`src/rtl/instr_decode_if.sv`:
```
// Fetch/execute-side handshake and decoded-field bundle for instr_decode_stage.
// master = surrounding pipeline (fetch, execute, writeback); slave = the decode stage.
interface instr_decode_if #(
  parameter int ARQ   = 16,
  parameter int OPC_W = 3,
  parameter int RW    = 3
);
  localparam int IMM_W  = ARQ - OPC_W - RW;
  localparam int ADDR_W = ARQ - OPC_W;

  logic              instr_valid;
  logic [ARQ-1:0]    instr;
  logic              instr_ready;
  logic              flush;
  logic              dec_valid;
  logic              dec_ready;
  logic [OPC_W-1:0]  opcode;
  logic [RW-1:0]     rd;
  logic [RW-1:0]     rs1;
  logic [RW-1:0]     rs2;
  logic [IMM_W-1:0]  imm;
  logic [ADDR_W-1:0] addr;
  logic              jop_lsb;
  logic              is_wr;
  logic              is_ld;
  logic              is_st;
  logic              is_cmp;
  logic              is_jmp;
  logic              wb_en;
  logic [RW-1:0]     wb_reg;
  logic              wb_flag;

  modport master (
    output instr_valid, instr, flush, dec_ready, wb_en, wb_reg, wb_flag,
    input  instr_ready, dec_valid, opcode, rd, rs1, rs2, imm, addr,
           jop_lsb, is_wr, is_ld, is_st, is_cmp, is_jmp
  );

  modport slave (
    input  instr_valid, instr, flush, dec_ready, wb_en, wb_reg, wb_flag,
    output instr_ready, dec_valid, opcode, rd, rs1, rs2, imm, addr,
           jop_lsb, is_wr, is_ld, is_st, is_cmp, is_jmp
  );
endinterface

```
`src/rtl/instr_decode_stage.sv`:
```
// Decode stage: registers fetch word split into fields/class flags, 1-cycle latency, holds while execute stalls.
// RAW/flag scoreboard stalls issue until writeback only when ID_SCOREBOARD_EN is defined.
module instr_decode_stage #(
  parameter int ARQ   = 16,
  parameter int OPC_W = 3,
  parameter int RW    = 3
) (
  input logic           clk,
  input logic           rst,
  instr_decode_if.slave dif
);
  localparam int IMM_W  = ARQ - OPC_W - RW;
  localparam int ADDR_W = ARQ - OPC_W;
  localparam int NREG   = 1 << RW;

  localparam logic [OPC_W-1:0] OP_SET   = OPC_W'(0);
  localparam logic [OPC_W-1:0] OP_LDPX  = OPC_W'(1);
  localparam logic [OPC_W-1:0] OP_MODEX = OPC_W'(2);
  localparam logic [OPC_W-1:0] OP_STPX  = OPC_W'(3);
  localparam logic [OPC_W-1:0] OP_CMPEQ = OPC_W'(4);
  localparam logic [OPC_W-1:0] OP_JEQ   = OPC_W'(5);
  localparam logic [OPC_W-1:0] OP_J     = OPC_W'(6);
  localparam logic [OPC_W-1:0] OP_ADD   = OPC_W'(7);

  logic [OPC_W-1:0] in_opc;
  logic             in_wr, in_ld, in_st, in_cmp, in_jmp;

  logic              stage_valid;
  logic [OPC_W-1:0]  opc_q;
  logic [RW-1:0]     rd_q, rs1_q, rs2_q;
  logic [IMM_W-1:0]  imm_q;
  logic [ADDR_W-1:0] addr_q;
  logic              wr_q, ld_q, st_q, cmp_q, jmp_q;

  logic hazard, issue, accept;

  assign in_opc = dif.instr[ARQ-1 -: OPC_W];
  assign in_wr  = (in_opc == OP_SET) | (in_opc == OP_LDPX) | (in_opc == OP_MODEX) | (in_opc == OP_ADD);
  assign in_ld  = (in_opc == OP_LDPX);
  assign in_st  = (in_opc == OP_STPX);
  assign in_cmp = (in_opc == OP_CMPEQ);
  assign in_jmp = (in_opc == OP_JEQ) | (in_opc == OP_J);

  assign dif.dec_valid   = stage_valid & ~hazard;
  assign issue           = dif.dec_valid & dif.dec_ready;
  assign dif.instr_ready = ~stage_valid | issue;
  assign accept          = dif.instr_valid & dif.instr_ready;

  // flush takes priority over a concurrent accept: the incoming word is dropped
  always_ff @(posedge clk or posedge rst) begin
    if (rst) begin
      stage_valid <= 1'b0;
      opc_q       <= '0;
      rd_q        <= '0;
      rs1_q       <= '0;
      rs2_q       <= '0;
      imm_q       <= '0;
      addr_q      <= '0;
      wr_q        <= 1'b0;
      ld_q        <= 1'b0;
      st_q        <= 1'b0;
      cmp_q       <= 1'b0;
      jmp_q       <= 1'b0;
    end else if (dif.flush) begin
      stage_valid <= 1'b0;
    end else if (accept) begin
      stage_valid <= 1'b1;
      opc_q       <= in_opc;
      rd_q        <= dif.instr[ARQ-OPC_W-1 -: RW];
      rs1_q       <= dif.instr[ARQ-OPC_W-RW-1 -: RW];
      rs2_q       <= dif.instr[ARQ-OPC_W-2*RW-1 -: RW];
      imm_q       <= dif.instr[IMM_W-1:0];
      addr_q      <= dif.instr[ADDR_W-1:0];
      wr_q        <= in_wr;
      ld_q        <= in_ld;
      st_q        <= in_st;
      cmp_q       <= in_cmp;
      jmp_q       <= in_jmp;
    end else if (issue) begin
      stage_valid <= 1'b0;
    end
  end

  assign dif.opcode  = opc_q;
  assign dif.rd      = rd_q;
  assign dif.rs1     = rs1_q;
  assign dif.rs2     = rs2_q;
  assign dif.imm     = imm_q;
  assign dif.addr    = addr_q;
  assign dif.jop_lsb = opc_q[0];
  assign dif.is_wr   = wr_q;
  assign dif.is_ld   = ld_q;
  assign dif.is_st   = st_q;
  assign dif.is_cmp  = cmp_q;
  assign dif.is_jmp  = jmp_q;

`ifdef ID_SCOREBOARD_EN
  logic [NREG-1:0] sb, clr, rd_mask, set_mask;
  logic            flag_pend;

  always_comb begin
    rd_mask = '0;
    case (opc_q)
      OP_LDPX:  rd_mask = NREG'(1) << rs1_q;
      OP_MODEX: rd_mask = (NREG'(1) << rs1_q) | (NREG'(1) << rs2_q);
      OP_STPX:  rd_mask = (NREG'(1) << rd_q) | (NREG'(1) << rs1_q);
      OP_CMPEQ: rd_mask = (NREG'(1) << rs1_q) | (NREG'(1) << rs2_q);
      OP_ADD:   rd_mask = NREG'(1) << rd_q;
      default:  rd_mask = '0;
    endcase
  end

  // same-cycle writeback already counts as released
  assign clr      = dif.wb_en ? (NREG'(1) << dif.wb_reg) : '0;
  assign hazard   = (|(rd_mask & sb & ~clr)) | ((opc_q == OP_JEQ) & flag_pend & ~dif.wb_flag);
  assign set_mask = (issue & wr_q) ? (NREG'(1) << rd_q) : '0;

  always_ff @(posedge clk or posedge rst) begin
    if (rst) begin
      sb        <= '0;
      flag_pend <= 1'b0;
    end else begin
      sb        <= (sb & ~clr) | set_mask;
      flag_pend <= (flag_pend & ~dif.wb_flag) | (issue & cmp_q);
    end
  end
`else
  logic unused_wb;
  assign unused_wb = ^{dif.wb_en, dif.wb_reg, dif.wb_flag};
  assign hazard    = 1'b0;
`endif
endmodule

```
`src/flat_wrapper.sv`:
```
// flat-port wrapper written by rule: the top's interface ports become plain ports
module instr_decode_stage_flat 
#(
  parameter int ARQ   = 16,
  parameter int OPC_W = 3,
  parameter int RW    = 3
)
  (clk, rst, dif_instr_valid, dif_instr, dif_flush, dif_dec_ready, dif_wb_en, dif_wb_reg, dif_wb_flag, dif_instr_ready, dif_dec_valid, dif_opcode, dif_rd, dif_rs1, dif_rs2, dif_imm, dif_addr, dif_jop_lsb, dif_is_wr, dif_is_ld, dif_is_st, dif_is_cmp, dif_is_jmp);
  instr_decode_if #(.ARQ(ARQ), .OPC_W(OPC_W), .RW(RW)) dif_i ();
  input logic clk;
  input logic rst;
  input wire logic [$bits(dif_i.instr_valid)-1:0] dif_instr_valid;
  input wire logic [$bits(dif_i.instr)-1:0] dif_instr;
  input wire logic [$bits(dif_i.flush)-1:0] dif_flush;
  input wire logic [$bits(dif_i.dec_ready)-1:0] dif_dec_ready;
  input wire logic [$bits(dif_i.wb_en)-1:0] dif_wb_en;
  input wire logic [$bits(dif_i.wb_reg)-1:0] dif_wb_reg;
  input wire logic [$bits(dif_i.wb_flag)-1:0] dif_wb_flag;
  output wire logic [$bits(dif_i.instr_ready)-1:0] dif_instr_ready;
  output wire logic [$bits(dif_i.dec_valid)-1:0] dif_dec_valid;
  output wire logic [$bits(dif_i.opcode)-1:0] dif_opcode;
  output wire logic [$bits(dif_i.rd)-1:0] dif_rd;
  output wire logic [$bits(dif_i.rs1)-1:0] dif_rs1;
  output wire logic [$bits(dif_i.rs2)-1:0] dif_rs2;
  output wire logic [$bits(dif_i.imm)-1:0] dif_imm;
  output wire logic [$bits(dif_i.addr)-1:0] dif_addr;
  output wire logic [$bits(dif_i.jop_lsb)-1:0] dif_jop_lsb;
  output wire logic [$bits(dif_i.is_wr)-1:0] dif_is_wr;
  output wire logic [$bits(dif_i.is_ld)-1:0] dif_is_ld;
  output wire logic [$bits(dif_i.is_st)-1:0] dif_is_st;
  output wire logic [$bits(dif_i.is_cmp)-1:0] dif_is_cmp;
  output wire logic [$bits(dif_i.is_jmp)-1:0] dif_is_jmp;
  assign dif_i.instr_valid = dif_instr_valid;
  assign dif_i.instr = dif_instr;
  assign dif_i.flush = dif_flush;
  assign dif_i.dec_ready = dif_dec_ready;
  assign dif_i.wb_en = dif_wb_en;
  assign dif_i.wb_reg = dif_wb_reg;
  assign dif_i.wb_flag = dif_wb_flag;
  assign dif_instr_ready = dif_i.instr_ready;
  assign dif_dec_valid = dif_i.dec_valid;
  assign dif_opcode = dif_i.opcode;
  assign dif_rd = dif_i.rd;
  assign dif_rs1 = dif_i.rs1;
  assign dif_rs2 = dif_i.rs2;
  assign dif_imm = dif_i.imm;
  assign dif_addr = dif_i.addr;
  assign dif_jop_lsb = dif_i.jop_lsb;
  assign dif_is_wr = dif_i.is_wr;
  assign dif_is_ld = dif_i.is_ld;
  assign dif_is_st = dif_i.is_st;
  assign dif_is_cmp = dif_i.is_cmp;
  assign dif_is_jmp = dif_i.is_jmp;
  instr_decode_stage #(.ARQ(ARQ), .OPC_W(OPC_W), .RW(RW)) u_core (.clk(clk), .rst(rst), .dif(dif_i));
endmodule
```
`config.mk`:
```
export PLATFORM = sky130hd
export DESIGN_NAME = instr_decode_stage_flat
export DESIGN_NICKNAME = d
export VERILOG_FILES = /design/src/rtl/instr_decode_if.sv /design/src/rtl/instr_decode_stage.sv /design/src/flat_wrapper.sv
export SDC_FILE = /design/constraint.sdc
export NUM_CORES = 1
export LEC_CHECK = 0
export CORE_MARGIN = 1
export CORE_UTILIZATION = 38
export CTS_BUF_LIST = sky130_fd_sc_hd__clkbuf_8 sky130_fd_sc_hd__clkbuf_16
export CTS_CLUSTER_SIZE = 40
export DETAILED_ROUTE_END_ITERATION = 7
export GPL_ROUTABILITY_DRIVEN = 0
export PLACE_DENSITY = 0.84
export SYNTH_ARGS = -nofsm -noshare
export SYNTH_HDL_FRONTEND = slang
export SYNTH_SLANG_ARGS = --single-unit
```
`constraint.sdc`:
```
create_clock -name clk -period 3.2 [get_ports clk]
set_input_delay 0.64 -clock clk [delete_from_list [all_inputs] [get_ports clk]]
set_output_delay 0.64 -clock clk [all_outputs]
set_load 0.005 [all_outputs]
```
## Word level (Yosys, flattened, before mapping)

Index checks and enable logic that the tools add are counted.

- Eq/ne operators: 7
- Muxes and demuxes: 3
- Bitwise gates (word level): 9
- Reductions and logical operators: 3

Operators by type and width:

| operator | number |
|---|---|
| equality test 3 bit, second input constant | 4 |
| equality test 3 x 2 -> 1 bit, second input constant | 2 |
| bitwise OR 1 bit | 5 |
| equality test 3 x 1 -> 1 bit, second input constant | 1 |
| zero test 3 bit | 1 |
| 2-to-1 mux 1 bit | 3 |
| nonzero test 3 bit | 1 |
| AND 1 bit | 2 |
| NOT 1 bit | 2 |
| AND reduction 2 bit | 1 |

- Register bits after elaboration: 41
- Output and inout bits: 43
- Word-level logic and storage cells: 34

## Depth between registers and ports, before layout

Gate-level depths: netlist (run 1).

- Depth in word-level cells: 5
- Gate-level depth with buffers: 4

## Worst setup path before layout (run 1)

OpenSTA, ideal clock, no wires.

- Path kind: in2reg
- From: in dif_dec_ready
- To: reg u_core.addr_q[2], in the netlist u_core.dif.addr[2]
- Arrival time: 1.385 ns
- Required time: 3.075 ns
- Path slack: 1.690 ns
- Stages on the path: 4
- Cell sequence: nor2b_4 > nor3b_4 > buf_6 > mux2_2

- Cells in the longest elaborated chain, start to end: 4

Ends and longest elaborated chain:

| item | RTL line | RTL |
|---|---|---|
| start, declared | flat_wrapper.sv:15 | `input wire logic [$bits(dif_i.dec_ready)-1:0] dif_dec_ready;` |
| AND 1 bit | instr_decode_stage.sv:45 | `assign issue = dif.dec_valid & dif.dec_ready;` |
| bitwise OR 1 bit | instr_decode_stage.sv:46 | `assign dif.instr_ready = ~stage_valid \| issue;` |
| AND 1 bit | instr_decode_stage.sv:47 | `assign accept = dif.instr_valid & dif.instr_ready;` |
| AND reduction 2 bit (no line) | n/a |  |
| end signal, assigned | instr_decode_stage.sv:73 | `addr_q <= dif.instr[ADDR_W-1:0];` |
| end, declared | instr_decode_stage.sv:32 | `logic [ADDR_W-1:0] addr_q;` |

Every way passes these cells.
A chain may end at the register's enable or synchronous reset.

## Final worst setup path (run 1)

- From: in dif_dec_ready
- To: out dif_instr_ready

- Cells in the longest elaborated chain, start to end: 2

Ends and longest elaborated chain:

| item | RTL line | RTL |
|---|---|---|
| AND 1 bit | instr_decode_stage.sv:45 |  |
| bitwise OR 1 bit | instr_decode_stage.sv:46 |  |
| end, declared | flat_wrapper.sv:19 | `output wire logic [$bits(dif_i.instr_ready)-1:0] dif_instr_ready;` |

Every way passes these cells.

==> results of run 1 <==
-- through the flow --
step           utilization  hold slack, ns  instance area, µm²
3_5_place_dp         0.612           0.495                1560
3_3_place_gp         0.612           0.491                1560
2_1_floorplan            -           0.505                1050
5_1_grt              0.640           0.522                1630
6_report             0.640           0.506                1630
4_1_cts              0.640           0.514                1630
-- sequential cells by signal, summed over array words and instances, names as in the netlist --
register / cells
u_core.dif.is_st: 1
u_core.dif.is_ld: 1
u_core.dif.dec_valid: 1
u_core.dif.is_jmp: 1
u_core.dif.addr: 13
u_core.dif.is_wr: 1
u_core.dif.opcode: 3
u_core.dif.is_cmp: 1
-- metal layers --
| layer | vias up | track usage |
|---|---|---|
| met3 | 2 | 0.0389 |
| met5 | - | 0 |
| met2 | 40 | 0.297 |
| li1 | 330 | - |
| met1 | 339 | 0.170 |
| met4 | 0 | 0.0385 |
-- cells by family after synthesis --
kind of cell / count (synthesis)
multiplexers: 21
AND/OR/NAND/NOR: 9
XOR/XNOR: 2
flip-flops: 22
buffers and inverters: 25
-- path summary, 6_finish.rpt --
| check | start | end | slack [ns] | cells after the start |
|---|---|---|---|---|
| setup / recovery | dif_dec_ready | dif_instr_ready | 0.83 | 4 |
| hold / removal | u_core.dif.is_ld | u_core.dif.is_ld | 0.51 | 1 |
| setup reg to reg | u_core.dif.dec_valid | u_core.dif.opcode[1] | 1.47 | 4 |
| hold reg to reg | u_core.dif.is_ld | u_core.dif.is_ld | 0.51 | 1 |
| max in group asynchronous | rst | u_core.dif.opcode[0] | 1.86 | 2 |
| min in group asynchronous | rst | u_core.dif.addr[0] | 0.83 | 2 |
-- layout make-up --
cell class / count / area, µm²
clock buffers: 3 / 41.3
clock inverters: 1 / 30.0
flip-flops and latches: 22 / 551
multi-input cells: 32 / 319
inverters: 3 / 11.3
well taps: 30 / 37.5
repair buffers: 64 / 638
fillers: 198 / 917
-- worst max-delay path: stages --
cell and delay (ns):
clkdlybuf4s50_1 0.50, nor2b_4 0.06, inv_1 0.05, clkdlybuf4s50_1 0.48
-- report_power, final --
part	internal, mW	switching (mW)
Clock	0.167	0.0868
Combinational	0.204	0.0733
Sequential	0.322	0.0334
-- placed cells by master (no fill, tap or decap) --
| master | netlist | routed |
|---|---|---|
| clkbuf_8 | 0 | 3 |
| nor3b_4 | 1 | 1 |
| mux2i_1 | 1 | 1 |
| buf_4 | 20 | 1 |
| dfrtp_1 | 22 | 22 |
| bufinv_16 | 0 | 1 |
| nor3b_1 | 2 | 2 |
| nor2b_4 | 1 | 1 |
| mux2_2 | 20 | 20 |
| nand2_1 | 2 | 2 |
| clkdlybuf4s50_1 | 0 | 63 |
| inv_1 | 3 | 3 |
| nor2_1 | 3 | 3 |
| xor2_1 | 2 | 2 |
==> results.toml, run 1 <==
[synth]
syn_nets = 105
netlist_area_um2 = 1050
yosysTopAreaCell = "dfrtp_1"
synth_cell_types = 12
synth_compound_area_frac = 0
synth_top_family_by_area = "multiplexers"
avgSynthCellArea_um2 = 13.3
synth_most_common_cell = "dfrtp_1"
synth-adder-area-share = 0
synth_xor_area_frac = 0.0166
yosysWarnings = 0
synth_mux_area_frac = 0.223
synth-edff-count = 0
syn-instance-count = 79
ys_seq_elements = 22
synth-simple-area-share = 0.0629
synth_top_cells_by_count = "dfrtp_1, buf_4, mux2_2"
synth_seq_area_share = 0.523
synthFlopType = "dfrtp_1"
yosysTopAreaCellShare = 0.523
ys_top_cells_by_area = "dfrtp_1, mux2_2, buf_4"
async_flop_share = 1.00

[final_layout]
fin_nets = 152
drive_gt1_frac = 0.216
insertedDiodeCount = 0
stdcell_count = 155
area_delta_synth_final_pct = 54.5

[hold_path]
worstHoldPathType = "flip-flop to flip-flop"

[route]
wl_mm = 2.10
wire_per_inst_um = 13.6
drtIter0Drc = 0
maxUsedRoutingLayer = "met4"
met3_length_um = 199
met1_length_um = 762
vias = 711
remaining_drc_errors = 0
met2WireLength_mm = 1.13
drtPass1Iterations = 1
ant_nets = 0
via_per_inst = 4.59

[die]
pin_count = 69
start_util = 0.414
die_area_um2 = 2990
rows = 18
fp.dieH_um = 54.7
core_area_um2 = 2540
dieWidth_um = 54.7

[power_and_ir_drop]
power_density_nw_per_um2 = 544
finalPower_mw = 0.886
peakVddDrop_v = 0.000483
power_leakage_nw = 0.675

[timing]
relSlewSlack = 0.459
min_period_over_period = 0.741
setup_violations = 0
finClkSkew_ns = 0.00453
clock.fmax_ghz = 0.422
period_minus_slack_ns = 2.37
hold_viol = 0
grt_setup_unrepaired = "false"
worst_slack_ns = 0.829
setup_tns_ns = 0
slew_viol_final = 0
tightest_slew_ns = 0.810

[global_route]
track_usage = 0.157
grt_pass1_vias = 673
grt_pass1_wl_mm = 3.24
overflow = 0
antenna_found_initial = 0
grt_max_degree = 23

[placement]
place_ws_ns = 0.752
port_buffers = 63
dpl.cell_count = 151
hpwl_mm = 1.65

[setup_path]
endpoint_kind = "primary output"
required_ns = 2.56
worstSetupPathType = "input port to primary output"
crit_path_max_fanout = 3
cp.arrival_ns = 1.73
critPathLaunchType = "input port"

[clocking]
cts_tree = "built"
post_cts_buffers = 0
clk_path_buf_depth = 2
clock_latency_ns = 0.26
htree_levels = 1
cts_resized = 0
root_buffer = "clkbuf_8"
clkSinkCount = 22
cts_hold_buf = 0
clk_pin_slew_ns = 0.08
numCtsBuffers = 3

[run_status]
status = "completed"

[job]
cap_violations = 0
(Power assumes the default switching activity.)
==> run 2: changes to the inputs <==
--- a/config.mk
+++ b/config.mk
@@ -6,12 +6,12 @@
 export NUM_CORES = 1
 export LEC_CHECK = 0
 export CORE_MARGIN = 1
-export CORE_UTILIZATION = 38
+export CORE_UTILIZATION = 35
 export CTS_BUF_LIST = sky130_fd_sc_hd__clkbuf_8 sky130_fd_sc_hd__clkbuf_16
 export CTS_CLUSTER_SIZE = 40
 export DETAILED_ROUTE_END_ITERATION = 7
 export GPL_ROUTABILITY_DRIVEN = 0
-export PLACE_DENSITY = 0.84
+export PLACE_DENSITY = 0.78
 export SYNTH_ARGS = -nofsm -noshare
 export SYNTH_HDL_FRONTEND = slang
 export SYNTH_SLANG_ARGS = --single-unit
==> constraint.sdc (replaced) <==
create_clock -name clk -period 2.2 [get_ports clk]
set_input_delay 0.44 -clock clk [delete_from_list [all_inputs] [get_ports clk]]
set_output_delay 0.44 -clock clk [all_outputs]
set_load 0.005 [all_outputs]
==> run 2 against run 1 <==
The run now ends with DRC left. Critical endpoint unchanged. Clock skew is 0.0027 ns higher. Sequential power is 45% higher. Combinational power is 48% higher. First-iteration DRC count is 23 higher. Largest power group unchanged.
==> results.toml, run 2 (synthesis gave the netlist of run 1 again) <==
[run_status]
status = "finished, violations left"
failed_checks = "DRC"

[final_layout]
insertedDiodeCount = 0
final_cell_area_um2 = 1660
nFillCells = 234
area_delta_synth_final_pct = 57.2
fin_nets = 154
drive_gt1_frac = 0.228
seqCellArea_um2 = 551
stdcell_count = 158
largest_reg_flops = 13
multi_input_area_um2 = 319
final_common_cell = "clkdlybuf4s50_1"
final_cell_mix = "clkdlybuf4s50_1, dfrtp_1, mux2_2"

[placement]
port_buffers = 63
dpl.cell_count = 154
hpwl_mm = 1.58
placed_area_um2 = 1590
place_ws_ns = 0.230

[power_and_ir_drop]
power_leakage_nw = 0.688
peakVddDrop_v = 0.000444
power_density_nw_per_um2 = 788
finalPower_mw = 1.31

[setup_path]
cp.arrival_ns = 1.54
worstSetupPathType = "input port to primary output"
endpoint_kind = "primary output"
critPathLaunchType = "input port"
crit_path_max_fanout = 3
reg2reg_slack_ns = 0.79
reg2reg_depth = 4
required_ns = 1.76

[global_route]
grt_pass1_wl_mm = 3.53
grt_pass1_vias = 743
grt_max_degree = 23
track_usage = 0.143
overflow = 0
antenna_found_initial = 0

[timing]
finClkSkew_ns = 0.00721
worst_slack_ns = 0.225
slew_viol_final = 0
min_period_over_period = 0.898
hold_viol = 0
relSlewSlack = 0.807
setup_violations = 0
period_minus_slack_ns = 1.98
tightest_slew_ns = 0.289
grt_setup_unrepaired = "false"
clock.fmax_ghz = 0.506
setup_tns_ns = 0

[die]
core_area_um2 = 2810
die_area_um2 = 3230
dieWidth_um = 56.9
start_util = 0.376
pin_count = 69
fp.dieH_um = 56.9
rows = 19

[clocking]
root_buffer = "clkbuf_8"
cts_tree = "built"
cts_hold_buf = 0
clock_latency_ns = 0.27
clkSinkCount = 22
numCtsBuffers = 3
clk_pin_slew_ns = 0.09
post_cts_buffers = 0
cts_resized = 0
clk_path_buf_depth = 2
htree_levels = 1

[route]
drtPass1Iterations = 6
remaining_drc_errors = 13
wire_per_inst_um = 13.4
wl_mm = 2.12
vias = 727
ant_nets = 0
drtIter0Drc = 23
via_per_inst = 4.60

[hold_path]
worstHoldPathType = "input port to async pin"

[job]
cap_violations = 0
[run 2: changes by cell type in the layout (fill, tap and decap cells not counted), sizes merged]
cell	before	now
buf	1	3
[run 2: worst paths after layout]
kind | from | endpoint
max in group asynchronous | rst | u_core.dif.addr[8]
min | rst | u_core.dif.is_wr
min reg2reg | u_core.dif.opcode[2] | u_core.dif.opcode[2]
min in group clk | u_core.dif.opcode[2] | u_core.dif.opcode[2]
max reg2reg | u_core.dif.dec_valid | u_core.dif.addr[8]
max | dif_dec_ready | dif_instr_ready
[run 2: metrics by stage]
step | util | hold WS [ns]
floorplan | - | 0.429
global placement | 0.565 | 0.490
detailed placement | 0.565 | 0.495
CTS | 0.591 | 0.512
global route | 0.591 | 0.530
finish | 0.591 | 0.500
[run 2: report_power, final]
part | switching (mW) | internal (mW)
Combinational | 0.109 | 0.302
Sequential | 0.0455 | 0.468
Clock | 0.139 | 0.243
Total | 0.293 | 1.01
[run 2: worst max-delay path, stage by stage]
cell and delay [ns]:
clkdlybuf4s50_1 0.50, nor2b_4 0.06, inv_1 0.05, clkdlybuf4s50_1 0.48
[run 2: cell type report]
type                            instances  share of cell area
Tap cell                               31              0.0234
Sequential cell                        22               0.332
Clock buffer                            3              0.0249
Multi-Input combinational cell         32               0.193
Timing Repair Buffer                   66               0.402
Clock inverter                          1              0.0181
Inverter                                3             0.00680
[run 2: per-layer routing]
| metal | vias up | track usage | wire length [µm] |
|---|---|---|---|
| li1 | 335 | - | - |
| met1 | 350 | 0.158 | 752 |
| met2 | 40 | 0.269 | 1160 |
| met3 | 2 | 0.0392 | 188 |
| met4 | 0 | 0.0314 | 14 |
| met5 | - | 0 | 0 |
